### config.mk
export PLATFORM = sky130hd
export DESIGN_NAME = pwm_ramp_sequencer
export DESIGN_NICKNAME = d
export VERILOG_FILES = /design/src/rtl/pwm_ramp_sequencer.sv
export SDC_FILE = /design/constraint.sdc
export NUM_CORES = 1
export LEC_CHECK = 0
export CAP_MARGIN = 10
export CORE_MARGIN = 2
export CORE_UTILIZATION = 40
export CTS_BUF_LIST = sky130_fd_sc_hd__clkbuf_4
export DETAILED_ROUTE_END_ITERATION = 16
export GPL_TIMING_DRIVEN = 0
export PLACE_DENSITY_LB_ADDON = 0.2
export SLEW_MARGIN = 40
export SYNTH_ARGS = -nofsm -noshare
export SYNTH_HDL_FRONTEND = slang
export SYNTH_SLANG_ARGS = --single-unit
### constraint.sdc
create_clock -name clk -period 2.5 [get_ports clk]
set_input_delay 0.625 -clock clk [delete_from_list [all_inputs] [get_ports clk]]
set_output_delay 0.625 -clock clk [all_outputs]
set_load 0.01 [all_outputs]
### src/rtl/pwm_ramp_sequencer.sv
// Motor start/stop sequencer: turns switch pulses into a saturating duty target
// and slews the applied duty toward the current goal one code per tick.
module pwm_ramp_sequencer #(
  parameter int unsigned MAX_DUTY     = 10,
  parameter int unsigned DEFAULT_DUTY = 5,
  parameter int unsigned RAMP_DIV     = 5000000
) (
  input  logic       clk,
  input  logic       rst_n,
  input  logic       swt_increase,
  input  logic       swt_decrease,
  input  logic       swt_start_stop,
  output logic [3:0] duty_target,
  output logic [3:0] duty_cycle,
  output logic       motor_enable,
  output logic       ramping,
  output logic [1:0] state
);

  localparam int unsigned DUTY_W = 4;
  localparam int unsigned CNT_W  = $clog2(RAMP_DIV);

  localparam logic [CNT_W-1:0]  CNT_LAST = CNT_W'(RAMP_DIV - 1);
  localparam logic [DUTY_W-1:0] DUTY_MAX = DUTY_W'(MAX_DUTY);
  localparam logic [DUTY_W-1:0] DUTY_DEF = DUTY_W'(DEFAULT_DUTY);

  typedef enum logic [1:0] {
    ST_STOPPED   = 2'b00,
    ST_RAMP_UP   = 2'b01,
    ST_RUNNING   = 2'b10,
    ST_RAMP_DOWN = 2'b11
  } state_e;

  state_e            state_q, state_d;
  logic [DUTY_W-1:0] target_q, target_d;
  logic [DUTY_W-1:0] duty_q, duty_d;
  logic [CNT_W-1:0]  cnt_q, cnt_d;
  logic [DUTY_W-1:0] goal_c;
  logic              motor_enable_c;
  logic              ramping_c;

  // State register
  always_ff @(posedge clk or negedge rst_n) begin
    if (!rst_n) begin
      state_q <= ST_STOPPED;
    end else begin
      state_q <= state_d;
    end
  end

  // Next state: start_stop wins over completion checks
  always_comb begin
    state_d = state_q;
    unique case (state_q)
      ST_STOPPED: begin
        if (swt_start_stop) state_d = ST_RAMP_UP;
      end
      ST_RAMP_UP: begin
        if (swt_start_stop)          state_d = ST_RAMP_DOWN;
        else if (duty_q == target_q) state_d = ST_RUNNING;
      end
      ST_RUNNING: begin
        if (swt_start_stop) state_d = ST_RAMP_DOWN;
      end
      ST_RAMP_DOWN: begin
        if (swt_start_stop)     state_d = ST_RAMP_UP;
        else if (duty_q == '0)  state_d = ST_STOPPED;
      end
      default: state_d = ST_STOPPED;
    endcase
  end

  // State-decoded outputs
  always_comb begin
    goal_c         = '0;
    motor_enable_c = 1'b0;
    if (state_q == ST_RAMP_UP || state_q == ST_RUNNING) begin
      goal_c = target_q;
    end
    if (state_q != ST_STOPPED) begin
      motor_enable_c = 1'b1;
    end
    ramping_c = (duty_q != goal_c);
  end

  // Target saturation and tick-paced slewing; a state change restarts the tick
  always_comb begin
    target_d = target_q;
    cnt_d    = cnt_q + CNT_W'(1);
    duty_d   = duty_q;

    if (swt_increase && !swt_decrease && target_q < DUTY_MAX) begin
      target_d = target_q + DUTY_W'(1);
    end else if (swt_decrease && !swt_increase && target_q != '0) begin
      target_d = target_q - DUTY_W'(1);
    end

    if (state_d != state_q || duty_q == goal_c) begin
      cnt_d = '0;
    end else if (cnt_q == CNT_LAST) begin
      cnt_d  = '0;
      duty_d = (duty_q < goal_c) ? duty_q + DUTY_W'(1) : duty_q - DUTY_W'(1);
    end
  end

  always_ff @(posedge clk or negedge rst_n) begin
    if (!rst_n) begin
      target_q <= DUTY_DEF;
      duty_q   <= '0;
      cnt_q    <= '0;
    end else begin
      target_q <= target_d;
      duty_q   <= duty_d;
      cnt_q    <= cnt_d;
    end
  end

  assign duty_target  = target_q;
  assign duty_cycle   = duty_q;
  assign motor_enable = motor_enable_c;
  assign ramping      = ramping_c;
  assign state        = state_q;

endmodule
# --- Yosys cells after proc, flatten, opt, wreduce, memory -nomap -nowiden ---
# Cells that the tools add are included.
op_classes:
  addsub: 5
  order_cmp: 2
  n_eq_ne: 8
  n_mux: 14
  n_bitwise: 1
  n_reduce_logical: 14
ops:
  columns: ["cell", "count"]
  rows:
  - ["23-bit 2-to-1 mux", 2]
  - ["23-bit by 1-bit adder with 23-bit output, second input constant", 1]
  - ["23-bit equality test, second input constant", 1]
  - ["4-bit 2-to-1 mux", 4]
  - ["2-bit 2-to-1 mux", 6]
  - ["4-bit by 1-bit adder with 4-bit output, second input constant", 2]
  - ["4-bit equality test", 2]
  - ["2-bit case mux with 4 select lines", 1]
  - ["4-bit by 1-bit subtractor with 4-bit output, second input constant", 2]
  - ["2-bit equality test, second input constant", 2]
  - ["1-bit logical AND", 4]
  - ["4-bit zero test", 1]
  - ["4-bit < comparator", 1]
  - ["4-bit < comparator, second input constant", 1]
  - ["4-bit != test", 1]
  - ["2-bit nonzero test", 2]
  - ["4-bit nonzero test", 1]
  - ["2-bit by 1-bit equality test with 1-bit output, second input constant", 1]
  - ["1-bit zero test", 2]
  - ["2-bit zero test", 1]
  - ["1-bit logical OR", 2]
  - ["2-bit != test", 1]
  - ["2-bit AND reduction", 1]
  - ["1-bit 2-to-1 mux", 1]
  - ["1-bit NOT", 1]
totals:
  ff_bits: 33
  in_bits: 5
  out_inout_bits: 12
  word_cells: 48

# --- Longest topological paths before layout ---
# Gate-level depths: netlist (run 1).
depth:
  word_depth: 8
  depth_mapped: 13
  mapped_depth_nobuf: 13

# --- Least setup slack after synthesis (run 1) ---
# Ideal clock, no wire load.
synth_timing:
  path_type: "register to register"
  startpoint: "reg state_q[0], in the netlist state[0]"
  endpoint: "reg duty_q[3], in the netlist duty_cycle[3]"
  setup_ns: 0.129
  arrival_ns: 2.690
  required_time_ns: 2.371
  path_slack_ns: -0.319
  path_stages_with_launch: 14
  n_path_buf: 0
  period_less_slack_ns: 2.819
  cell_sequence: "dfrtp_1 inv_1 ha_1 and2_1 ha_1 inv_1 a21oi_1 o21ai_0 ha_1 a21o_1 a21oi_1 xnor2_1 nand2_1 xnor2_1"
synth_via:
  elab_chain_cells: 7
  word_cells_on_any_way: 20
  classes_between: "order compare: 1; eq/ne: 5; mux: 9; bitwise: 1; reduce/logical: 4"
synth_rtl:
  columns: ["element", "line_no", "source"]
  rows:
  - ["start, declared", "34", "state_e state_q, state_d;"]
  - ["start signal, assigned", "47", "state_q <= state_d;"]
  - ["parallel branches: the longest is 7 deep, another holds 4-bit < comparator", null, null]
  - ["end signal, assigned", "113", "duty_q <= duty_d;"]
  - ["end, declared", "36", "logic [DUTY_W-1:0] duty_q, duty_d;"]
# Several ways; the timed one is not identified.
# A chain may end at the register's enable or synchronous reset.

# --- Worst setup path after layout (run 1) ---
layout_timing:
  startpoint: "reg state_q[1], in the netlist state[1]"
  endpoint: "out ramping"
layout_via:
  elab_chain_cells: 4
  word_cells_on_any_way: 5
  classes_between: "eq/ne: 3; mux: 1; reduce/logical: 1"
layout_rtl:
  columns: ["element", "line_no", "source"]
  rows:
  - ["2-bit by 1-bit equality test with 1-bit output / 2-bit equality test (equally long branches)", "77", "if (state_q == ST_RAMP_UP || state_q == ST_RUNNING) begin"]
  - ["1-bit logical OR (*)", "77", null]
  - ["4-bit 2-to-1 mux (*)", "77", null]
  - ["4-bit != test (*)", "83", "ramping_c = (duty_q != goal_c);"]
  - ["end, declared", "16", "output logic ramping,"]
# Every way passes the cells marked *; elsewhere a longest branch is shown, timed or not.

==> out/metrics.yaml, run 1 <==
min_path_type: "in -> async"
clockBufferDepth: 2
drc: 0
ir_drop_uv: 595.2
setup-tns-final_ps: 0
critPathLaunchType: "flop"
synth_compound_area_share_pct: 7.517
dp_slack_ps: -225.9
synth_warnings: 0
period_minus_slack_ps: 2421
io_pins: 17
synth_xor_area_share_pct: 13.37
grtUsageTotal_pct: 15.99
hold_viol: 0
drtAntennaViolNets: 0
fin_ws_ps: 79.36
r2r_end: "duty_cycle[3]"
start_util_pct: 42.16
synth_top_family_by_area: "simple AND/OR/NAND/NOR gates"
relSlewSlack_pct: 64.07
multi_input_area_mm2: 0.001230
layout_commonest_cell: "nor2_1"
most-common-layout-cells: "nor2_1 (35), dfrtp_1 (29), xnor2_1 (19)"
fin_area_mm2: 0.002474
reg2reg_depth: 12
clock_sinks: 33
overflow: 0
core_area_mm2: 0.004817
n_antenna_cell: 0
grt_max_degree: 23
drt_iter0_markers: 46
cts_tree: "built"
async_flop_share_pct: 100.0
ys_top_cells_by_area: "dfrtp_1 (38%), ha_1 (8.6%), xnor2_1 (8.2%)"
synthFlopType: "dfrtp_1"
synth_cell_type_count: 39
synth_nets: 232
routedWlPerCell_um: 12.46
grt_pass1_wl_mm: 6.844
outcome: "complete, no violations"
fp.dieW_um: 75.25
yosysTopAreaCellShare_pct: 38.20
hpwl_mm: 2.811
yosys.area_share.adder_pct: 10.60
synthMuxAreaShare_pct: 2.403
worstSetupEndpointType: "primary output"
viasPerCell: 5.000
period_share_pct: 96.83
final_nets: 262
syn2layout_area_growth_pct: 21.81
synth.largest_area_cell: "dfrtp_1"
synth_seq_cells: 33
regArea_um2: 830.8
fillCellCount: 465
dr.pass1.iters: 4
drv_slew: 0
synth-simple-area-share_pct: 22.98
power_density_mw_per_mm2: 948.8
rows: 25
skew_ps: 2.020
synth.avg_cell_area_um2: 9.624
critical_path_required_ps: 1880
cts_buffers: 5
fmax_mhz: 413.1
dpl-instance-area_mm2: 0.002332
port_buffers: 16
via_count: 1545
insertion_delay_ps: 330
maxCapViolations: 0
netlist_instances: 211
setup-violations-final: 0
rrSetupSlack_ps: 130
die_y_um: 75.25
hold_buffers: 0
p_leak_nw: 1.020
synth-seq-area-share_pct: 40.79
finalWirelength_mm: 3.850
cp_max_fo: 4
grt_pass1_vias: 1521
die_area_mm2: 0.005663
fin_util_pct: 51.35
drive_gt1_share_pct: 17.77
tightestPinTransition_ps: 534.0
path_class: "reg -> out"
gp_congestion: 0.7626
synth_edf_count: 0
rsz0062_at_grt: "true"
reg2reg_from: "state[1]"
cts.root.buffer_cell: "clkbuf_4"
antenna_found_initial: 0
clkTransAtPathRegs_ps: 90
syn_area_mm2: 0.002031
worstPathArrival_ps: 1800
htreeDepth: 2
-- layout make-up --
| cell class | instances | area share, % |
|---|---|---|
| plain buffers | 2 | 0.4047 |
| clock buffers | 5 | 1.517 |
| clock inverters | 3 | 0.5058 |
| inverters | 9 | 1.568 |
| multi-input cells | 166 | 49.72 |
| flip-flops and latches | 33 | 33.59 |
| well taps | 67 | 3.389 |
| repair buffers | 24 | 9.307 |
-- Yosys cell counts, drive strengths merged (3+ instances only) --
cell	n
inv	9
nand2	17
and3	4
ha	14
dfrtp	31
o21ai	6
nor2	35
o41ai	3
xor2	12
xnor2	19
nand3	10
nand4	7
nor4	6
a21oi	8
nor3	6
-- worst max path at each step --
stage	slack [ps]	cells past startpoint	to	startpoint
global placement	-230	7	cnt_q[3]	swt_start_stop
global route	-40	6	ramping	state[1]
detailed placement	-230	7	cnt_q[17]	swt_start_stop
finish	80	6	ramping	state[1]
CTS	10	12	duty_cycle[3]	state[0]
floorplan	10	12	duty_cycle[3]	state[0]
-- stage by stage --
| stage | instances | hold slack, ps | power (W) |
|---|---|---|---|
| 2_1_floorplan | 211 | 329.4 | 0.001611 |
| 3_3_place_gp | 294 | 477.2 | 0.001950 |
| 3_5_place_dp | 295 | 485.6 | 0.001965 |
| 4_1_cts | 305 | 165.2 | 0.002293 |
| 5_1_grt | 309 | 170.7 | 0.002583 |
| 6_report | 309 | 173.1 | 0.002347 |
-- registers in the layout, summed over array words and instances, names as in the netlist --
signal and count:
duty_target 4, state 2, duty_cycle 4, cnt_q 23
-- worst max-delay path, cell delays in order (launching register included) --
cell	delay, ps
dfrtp_2	440
inv_4	90
ha_4	210
and2_4	170
ha_4	240
nand4_1	140
buf_2	180
-- timing repair --
item	4_1_cts	5_1_grt
buffers inserted	3	4
endpoints found under the setup margin	23	23
pin swaps	2	4
resized for setup	6	8
-- report_power, final --
part           internal (W)  switching (W)
registers          0.000621       0.000132
logic              0.000639       0.000686
clock network      0.000101       0.000167
total               0.00136       0.000985
-- cells by family after synthesis --
group	after synthesis
compound gates	23
xor+xnor	31
fa+ha+maj	16
buf+inv	12
flops	33
mux	3
simple gates	93
-- per-layer routing --
metal | vias up | share of wire [%] | GRT usage, %
met5 | - | 0 | 0
met4 | 0 | 1.6 | 5.263
met3 | 7 | 2.5 | 4.016
met2 | 20 | 47 | 26.90
met1 | 727 | 48 | 20.17
li1 | 791 | - | -
(Power assumes the default switching activity.)
==> run 2, diff against run 1 <==
CAP_MARGIN = unset   (was 10)
SETUP_SLACK_MARGIN = 0.1   (was unset)
==> run 2 against run 1 <==
Die area stayed put; cell count grew 1.9%; setup slack better by 30 ps; hold slack better by 0.95 ps; global-route usage barely moved; critical path type unchanged; clock skew increased by 6.6 ps; highest routed layer unchanged; clock power rose by 10%; via count up 3.6%; power rose by 19%; register-to-register slack improved by 20 ps.
==> out/metrics.yaml, run 2 (synthesis results as in run 1) <==
outcome: "complete, no violations"  # unchanged
rows: 25  # unchanged
fp.dieW_um: 75.25  # unchanged
critPathLaunchType: "flop"  # unchanged
dp_slack_ps: -244.5  # was -225.9 ps
routedWlPerCell_um: 13.13  # was 12.46 um
die_y_um: 75.25  # unchanged
clock_sinks: 33  # unchanged
reg2reg_depth: 10  # was 12
core_area_mm2: 0.004817  # unchanged
period_minus_slack_ps: 2391  # was 2421 ps
maxCapViolations: 0  # unchanged
drive_gt1_share_pct: 24.60  # was 17.77%
setup-violations-final: 0  # unchanged
cts.root.buffer_cell: "clkbuf_4"  # unchanged
critical_path_required_ps: 1880  # about the same
drv_slew: 0  # unchanged
worstPathArrival_ps: 1770  # was 1800 ps
cp_max_fo: 4  # unchanged
seq_power_share_pct: 26.6  # was 32.1%
worstSetupEndpointType: "primary output"  # unchanged
path_class: "reg -> out"  # unchanged
clockBufferDepth: 2  # unchanged
cts_tree: "built"  # unchanged
drtAntennaViolNets: 0  # unchanged
worst-path-stages: 6  # unchanged
grt_max_degree: 23  # unchanged
most-common-layout-cells: "nor2_1 (34), dfrtp_1 (29), xnor2_1 (19)"  # was nor2_1 (35), dfrtp_1 (29), xnor2_1 (19)
grt_pass1_wl_mm: 6.906  # was 6.844 mm
rsz0062_at_grt: "true"  # unchanged
io_pins: 17  # unchanged
hpwl_mm: 2.841  # was 2.811 mm
port_buffers: 16  # unchanged
grtUsageTotal_pct: 15.95  # was 15.99%
skew_ps: 8.570  # was 2.020 ps
combPwrFrac_pct: 62.8  # was 56.5%
fillCellCount: 434  # was 465
pwr-share-clk_pct: 10.6  # was 11.4%
clkTransAtPathRegs_ps: 100  # was 90 ps
finalWirelength_mm: 4.137  # was 3.850 mm
crit_top_cell: "ha_4"  # unchanged
hold_viol: 0  # unchanged
syn2layout_area_growth_pct: 29.51  # was 21.81%
cp_num_buf_inv: 2  # unchanged
viasPerCell: 5.079  # was 5.000
largest_reg_flops: 23  # unchanged
grt_pass1_vias: 1546  # was 1521
n_antenna_cell: 0  # unchanged
start_util_pct: 42.16  # unchanged
relSlewSlack_pct: 62.16  # was 64.07%
period_share_pct: 95.62  # was 96.83%
crit_family: "adder cells"  # unchanged
fmax_mhz: 418.3  # was 413.1 MHz
layout_commonest_cell: "nor2_1"  # unchanged
die_area_mm2: 0.005663  # unchanged
drc: 0  # unchanged
overflow: 0  # unchanged
p_sw_share_pct: 41.31  # was 41.97%
final_nets: 268  # was 262
critical_path.slowest_cell: "dfrtp_2"  # unchanged
dr.pass1.iters: 4  # unchanged
drt_iter0_markers: 53  # was 46
top_register: "cnt_q"  # unchanged
insertion_delay_ps: 330  # about the same
slowest_delay_ps: 410  # was 440 ps
crit_path_cell_trace: "inv_4, ha_4, nand2_2, ha_4, nand4_1, buf_2"  # was inv_4, ha_4, and2_4, ha_4, nand4_1, buf_2
ir_drop_uv: 760.9  # was 595.2 uV
p_int_w: 0.001636  # was 0.001362 W
hold_slack_ps: 174.0  # was 173.1 ps
fin_ws_ps: 109.4  # was 79.36 ps
p_switching_w: 0.001152  # was 0.0009850 W
cts_buffers: 5  # unchanged
power_density_mw_per_mm2: 1060  # was 948.8 mW/mm^2
via_count: 1600  # was 1545
gp_congestion: 0.7828  # was 0.7626
p_leak_nw: 1.069  # was 1.020 nW
hold_buffers: 0  # unchanged
htreeDepth: 2  # unchanged
tightestPinTransition_ps: 562.5  # was 534.0 ps
antenna_found_initial: 0  # unchanged
min_path_type: "in -> async"  # unchanged
## run 2: cell types whose count changed in the layout (fill, tap and decap cells not counted), moves of 3 or more
cell / before / now
nor3_1: 6 / 3
nand2_1: 17 / 14
buf_4: 7 / 12
buf_6: 0 / 3
nand2_2: 0 / 3
nor3_2: 0 / 3
## run 2: area by class of cell
cell class	instances	area, um^2	share of cell area, %
clock inverter	1	3.754	0.1427
clock buffer	7	52.55	1.998
timing repair buffer	29	271.5	10.32
multi-input combinational	166	1319	50.14
buffer	3	30.03	1.142
inverter	9	38.79	1.475
sequential	33	830.8	31.59
tap	67	83.83	3.187
## run 2: stage by stage
stage	util [%]	instance area [um^2]	std cells	TNS, ps	total power, W
6_report	54.60	2630	315	0	0.002788
3_3_place_gp	48.18	2321	294	-4749	0.001984
3_5_place_dp	48.65	2344	295	-4862	0.002003
2_1_floorplan	-	2077	211	0	0.001644
4_1_cts	51.32	2472	307	0	0.002442
5_1_grt	54.60	2630	315	-4.254	0.002994
## run 2: timing repair
item,CTS,global route
endpoints found under the hold margin,0,0
setup endpoints to repair,23,23
resized for setup,12,24
gates cloned,0,2
setup buffers,4,6
pin swaps,2,13
## run 2: per-layer routing
metal	vias to the layer above	track usage, %	part of all wire (%)
met5	-	0	0
met4	0	4.094	1.3
met3	7	3.614	3.0
met2	21	26.22	48
met1	765	21.39	48
li1	807	-	-
## run 2: power groups by stage
stage	Sequential [W]	Clock, W	Combinational, W
floorplan	0.000753	0	0.000891
detailed placement	0.000764	0	0.00124
finish	0.000741	0.000296	0.00175
CTS	0.000741	0.000304	0.00140
global placement	0.000766	0	0.00122
global route	0.000758	0.000329	0.00191
## run 2: final timing paths
| kind | slack, ps | startpoint | end |
|---|---|---|---|
| max in group asynchronous | 1830 | rst_n | duty_target[2] |
| worst max-delay path | 110 | state[1] | ramping |
| min in group clk | 490 | cnt_q[0] | cnt_q[0] |
| worst min register to register | 490 | cnt_q[0] | cnt_q[0] |
| worst max register to register | 150 | state[1] | duty_cycle[1] |
| worst min-delay path | 170 | rst_n | cnt_q[5] |
